`src/rtl/matrix_op_dispatcher.sv`:
```
// Matrix op dispatcher: latches a selection, reads A's header, launches the engine.
// Optional watchdog in RUN: define MATRIX_OP_DISPATCHER_WATCHDOG_EN.
package matrix_op_selector_pkg;
  typedef enum logic [2:0] {
    CALC_ADD   = 3'd0,
    CALC_SUB   = 3'd1,
    CALC_MUL   = 3'd2,
    CALC_SCALE = 3'd3,
    CALC_TRANS = 3'd4
  } calc_type_t;
endpackage

module matrix_op_dispatcher
  import matrix_op_selector_pkg::*;
#(
  parameter int unsigned BLOCK_SIZE     = 1152,
  parameter int unsigned ADDR_WIDTH     = 14,
  parameter int unsigned RESULT_ID      = 7,
  parameter int unsigned TIMEOUT_CYCLES = 10000000
) (
  input  logic                  clk,
  input  logic                  rst_n,
  input  logic                  sel_valid,
  input  calc_type_t            sel_op,
  input  logic [2:0]            sel_matrix_a,
  input  logic [2:0]            sel_matrix_b,
  input  logic [31:0]           sel_scalar,
  output logic                  busy,
  output logic                  sel_dropped,
  output logic [ADDR_WIDTH-1:0] bram_addr,
  input  logic [31:0]           bram_data,
  output logic                  eng_start,
  output calc_type_t            eng_op,
  output logic [ADDR_WIDTH-1:0] eng_addr_a,
  output logic [ADDR_WIDTH-1:0] eng_addr_b,
  output logic [ADDR_WIDTH-1:0] eng_addr_c,
  output logic [7:0]            eng_rows,
  output logic [7:0]            eng_cols,
  output logic [31:0]           eng_scalar,
  input  logic                  eng_done,
  input  logic                  eng_error,
  output logic                  done,
  output logic                  error,
  output logic [2:0]            err_code,
  output logic [2:0]            result_id
);

  localparam logic [2:0] RID = RESULT_ID[2:0];
  localparam logic [ADDR_WIDTH-1:0] BASE_C =
    ADDR_WIDTH'(RESULT_ID * BLOCK_SIZE);

  typedef enum logic [2:0] {
    IDLE, RD_HDR, WAIT_HDR, CHECK,
    LAUNCH, RUN, FINISH, FAIL
  } state_t;

  state_t state, next;

  calc_type_t op_q;
  logic [2:0] a_q, b_q;
  logic [31:0] scalar_q;
  logic [7:0] rows_q, cols_q;
  logic [ADDR_WIDTH-1:0] addr_c_q;
  logic [ADDR_WIDTH-1:0] addr_q;
  logic [2:0] err_q;
  logic [2:0] fail_code;
  logic accept;
  logic wd_hit;
  logic [15:0] unused_hdr;

  function automatic logic [ADDR_WIDTH-1:0] base(
    input logic [2:0] id
  );
    logic [31:0] p;
    p = 32'(id) * 32'(BLOCK_SIZE);
    return p[ADDR_WIDTH-1:0];
  endfunction

  assign unused_hdr = bram_data[31:16];
  assign accept = (state == IDLE) && sel_valid;

`ifdef MATRIX_OP_DISPATCHER_WATCHDOG_EN
  localparam int CW = $clog2(TIMEOUT_CYCLES + 1);
  logic [CW-1:0] wd_cnt;

  // Watchdog: cycles spent in RUN, restarted on every entry.
  always_ff @(posedge clk or negedge rst_n) begin
    if (!rst_n) begin
      wd_cnt <= '0;
    end else if (state == RUN) begin
      wd_cnt <= wd_cnt + 1'b1;
    end else begin
      wd_cnt <= '0;
    end
  end

  assign wd_hit = (wd_cnt == CW'(TIMEOUT_CYCLES - 1));
`else
  generate
    if (TIMEOUT_CYCLES == 0) begin : g_no_wd
    end
  endgenerate
  assign wd_hit = 1'b0;
`endif

  // State register.
  always_ff @(posedge clk or negedge rst_n) begin
    if (!rst_n) begin
      state <= IDLE;
    end else begin
      state <= next;
    end
  end

  // Next-state logic and failure classification.
  always_comb begin
    next      = state;
    fail_code = 3'd0;
    case (state)
      IDLE:     if (sel_valid) next = RD_HDR;
      RD_HDR:   next = WAIT_HDR;
      WAIT_HDR: next = CHECK;
      CHECK: begin
        if (rows_q == 8'd0 || cols_q == 8'd0) begin
          next      = FAIL;
          fail_code = 3'd1;
        end else if (a_q == RID ||
                     (b_q == RID && op_q == CALC_MUL)) begin
          next      = FAIL;
          fail_code = 3'd2;
        end else begin
          next = LAUNCH;
        end
      end
      LAUNCH: next = RUN;
      RUN: begin
        if (eng_error) begin
          next      = FAIL;
          fail_code = 3'd4;
        end else if (eng_done) begin
          next = FINISH;
        end else if (wd_hit) begin
          next      = FAIL;
          fail_code = 3'd3;
        end
      end
      FINISH:  next = IDLE;
      FAIL:    next = IDLE;
      default: next = IDLE;
    endcase
  end

  // Selection latch, header capture, BRAM address and error code.
  always_ff @(posedge clk or negedge rst_n) begin
    if (!rst_n) begin
      op_q     <= CALC_ADD;
      a_q      <= '0;
      b_q      <= '0;
      scalar_q <= '0;
      rows_q   <= '0;
      cols_q   <= '0;
      addr_c_q <= '0;
      addr_q   <= '0;
      err_q    <= '0;
    end else begin
      if (accept) begin
        op_q     <= sel_op;
        a_q      <= sel_matrix_a;
        b_q      <= sel_matrix_b;
        scalar_q <= sel_scalar;
        addr_c_q <= BASE_C;
        addr_q   <= base(sel_matrix_a);
        err_q    <= '0;
      end else if (next == FAIL || next == IDLE) begin
        addr_q <= '0;
      end
      if (state == WAIT_HDR) begin
        rows_q <= bram_data[7:0];
        cols_q <= bram_data[15:8];
      end
      if (next == FAIL && state != FAIL) begin
        err_q <= fail_code;
      end
    end
  end

  assign busy        = (state != IDLE);
  assign sel_dropped = sel_valid && (state != IDLE);
  assign bram_addr   = addr_q;
  assign eng_start   = (state == LAUNCH);
  assign eng_op      = op_q;
  assign eng_addr_a  = base(a_q);
  assign eng_addr_b  = base(b_q);
  assign eng_addr_c  = addr_c_q;
  assign eng_rows    = rows_q;
  assign eng_cols    = cols_q;
  assign eng_scalar  = scalar_q;
  assign done        = (state == FINISH);
  assign error       = (state == FAIL);
  assign err_code    = err_q;
  assign result_id   = RID;

endmodule

```
`config.mk`:
```
export PLATFORM = sky130hd
export DESIGN_NAME = matrix_op_dispatcher
export DESIGN_NICKNAME = d
export VERILOG_FILES = /design/src/rtl/matrix_op_dispatcher.sv
export SDC_FILE = /design/constraint.sdc
export NUM_CORES = 1
export LEC_CHECK = 0
export CAP_MARGIN = 15
export CORE_UTILIZATION = 33
export DETAILED_ROUTE_END_ITERATION = 8
export PLACE_DENSITY = 0.76
export SETUP_SLACK_MARGIN = 0.3
export SLEW_MARGIN = 0
export SYNTH_ARGS = -nofsm -noshare
export SYNTH_HDL_FRONTEND = slang
export SYNTH_SLANG_ARGS = --single-unit
```
`constraint.sdc`:
```
create_clock -name clk -period 1.64 [get_ports clk]
set_clock_uncertainty 0.1 [all_clocks]
set_input_delay 0.328 -clock clk [delete_from_list [all_inputs] [get_ports clk]]
set_output_delay 0.328 -clock clk [all_outputs]
set_load 0.02 [all_outputs]
```
==> out/qor.yml <==
grt:
  antenna_found_initial: 0
  grt_pass1_wl_um: 14100
  overflow: 0
  grt_start_max_net_pins: 68
  grt_pass1_vias: 2737
  grt_usage: 0.186
sta:
  fmax_mhz: 591
  fin_crit_sh: 1.03
  drv_slew: 0
  setup_viol: 26
  rsz0062_at_grt: "true"
  finalHoldViolCount: 0
  setup_ws_ns: -0.0534
  min_period_ns: 1.69
outcome:
  outcome: "finished with violations"
  violations: "setup timing"
min_path:
  hold_depth: 2
  min_path_type: "reg -> reg"
route:
  drc: 0
  vias_per_cell: 4.51
  dr.pass1.iters: 4
  wl_um: 9500
  drt-initial-drc-count: 71
  avgRoutedWirePerCell_um: 15.0
  vias: 2865
  ant_nets: 0
logic_synthesis:
  synth_most_common_cell: "nand2_1"
  synth_cell_types: 33
  async_flop_share: 1.00
  syn_avg_cell_area_um2: 9.48
  postSynthCellCount: 329
  yosys-top-cells-area: "dfrtp_1, nand2_1, buf_4"
  synth_largest_area_cell: "dfrtp_1"
  synth_top_area_frac: 0.538
  synth_seq_cells: 67
  synth_common_cells: "nand2_1, dfrtp_1, buf_4"
  synth_edf_count: 0
  synth-main-ff-cell: "dfrtp_1"
  synth.cell_area_um2: 3120
  seq_area_frac_synth: 0.538
  yosys_warnings: 0
pwr:
  finalPower_mw: 11.6
  p_leak_nw: 2.83
  ir_worst_vdd_v: 0.000810
  powerDensity_nw_per_um2: 2010
placed_design:
  pre_cts_ws_ns: -0.339
  hpwl_um: 5610
  gp_congestion: 0.797
  placed_area_um2: 4560
  io_buffer_count: 144
cts:
  clkTransAtPathRegs_ns: 0.07
  cts_tree: "built"
  cts.path.max_buffers: 2
  cts-root-buf: "clkbuf_8"
  htreeDepth: 3
  clk-insertion-delay-late_ns: 0.34
  clkSinkCount: 67
  cts_buffers: 9
worst_setup_path:
  start_kind: "register"
  cp.required_ns: 1.76
  crit_path_end_kind: "register"
  path_class: "reg -> reg"
  cp_data_arrival_time_ns: 1.82
  crit_fanout: 8
  reg2regPathDepth: 6
floorplanning:
  fp.dieW_um: 99.2
  rows: 35
  start_util: 0.339
  ios: 196
  die-area_um2: 9840
  die_h_um: 99.2
  fp.coreArea_um2: 9200
layout:
  diodes: 0
  area_growth_pct: 84.2
  drive_gt1_frac: 0.466
  nNetsFinal: 597
  final_area_um2: 5740
flow_run:
  cap_viol_max_count: 0
-- worst paths after layout --
path / from / end / slack (ns)
worst max-delay path: state[2] / eng_cols[6] / -0.05
worst min-delay path: eng_scalar[10] / eng_scalar[10] / 0.37
worst max register to register: state[2] / eng_cols[6] / -0.05
worst min register to register: eng_scalar[10] / eng_scalar[10] / 0.37
max in group asynchronous: rst_n / state[2] / 0.67
min in group asynchronous: rst_n / eng_cols[1] / 0.44
-- metal layers --
metal / GRT usage / vias up / share of wire
li1: - / 1360 / -
met1: 0.232 / 1390 / 0.42
met2: 0.321 / 110 / 0.52
met3: 0.0506 / 5 / 0.057
met4: 0.0452 / 0 / 0.0046
met5: 0 / - / 0
-- registers in the layout, indices dropped and copies added (netlist names), 3 cells and up --
register,count
eng_cols,8
b_q,3
a_q,3
bram_addr,3
eng_op,3
err_code,3
eng_rows,8
state,3
eng_scalar,32
-- stage by stage --
stage                     setup TNS, ns   util  cells  hold slack, ns
after floorplan                       0      -    362         -0.0676
after global placement            -3.76  0.496    569           0.275
after detailed placement          -4.24  0.496    569           0.279
after CTS                        -0.401  0.558    614           0.368
after global routing              -4.31  0.625    635           0.395
final                            -0.632  0.625    635           0.374
-- cell type report --
| type | count | area, µm² |
|---|---|---|
| sequential | 67 | 1690 |
| tap | 111 | 139 |
| clock inverter | 4 | 50.0 |
| fill | 757 | 3450 |
| multi-input combinational | 229 | 1400 |
| timing repair buffer | 208 | 2290 |
| inverter | 4 | 20.0 |
| clock buffer | 12 | 145 |
-- layout by cell type, fill, tap and decap left out, drive strengths merged --
cell type / count
nand2: 133
nor4: 4
clkinv: 1
nor3: 5
a32oi: 3
nand3b: 1
clkdlybuf4s50: 60
dlygate4sd3: 1
bufbuf: 1
a211o: 1
dfrtp: 67
nand2b: 1
nor2: 1
inv: 4
a21o: 3
nand4bb: 1
nand3: 2
nor2b: 2
o21ai: 8
a31o: 1
o221ai: 1
buf: 144
clkbuf: 14
clkinvlp: 2
a21oi: 4
a221oi: 1
nor3b: 1
o311a: 1
and3: 3
bufinv: 1
conb: 35
mux2: 16
and2: 1
-- repair_timing --
item,CTS,global route
pin swaps,38,20
hold endpoints to repair,67,0
setup endpoints to repair,149,142
setup buffers,20,19
cloned,8,2
resized for setup,461,122
hold buffers,1,0
-- worst max-delay path, cell delays in order, from the launching register on --
cell	delay, ns
dfrtp_2	0.45
buf_4	0.15
buf_6	0.13
nor3_4	0.12
buf_6	0.16
clkbuf_16	0.15
mux2_2	0.32
-- cell families after synthesis --
| family | count (synthesis) | share of synthesized area |
|---|---|---|
| other | 2 | 0.00241 |
| AO/OA/AOI/OAI | 23 | 0.0493 |
| buffers and inverters | 66 | 0.145 |
| flip-flops | 67 | 0.538 |
| AND/OR/NAND/NOR | 155 | 0.208 |
| multiplexers | 16 | 0.0578 |
-- power breakdown --
part	total [mW]	internal [mW]	switching [mW]
registers	3.23	2.46	0.766
logic	6.93	3.72	3.21
clock network	1.39	0.744	0.650
Power figures use the tool's default switching activity.
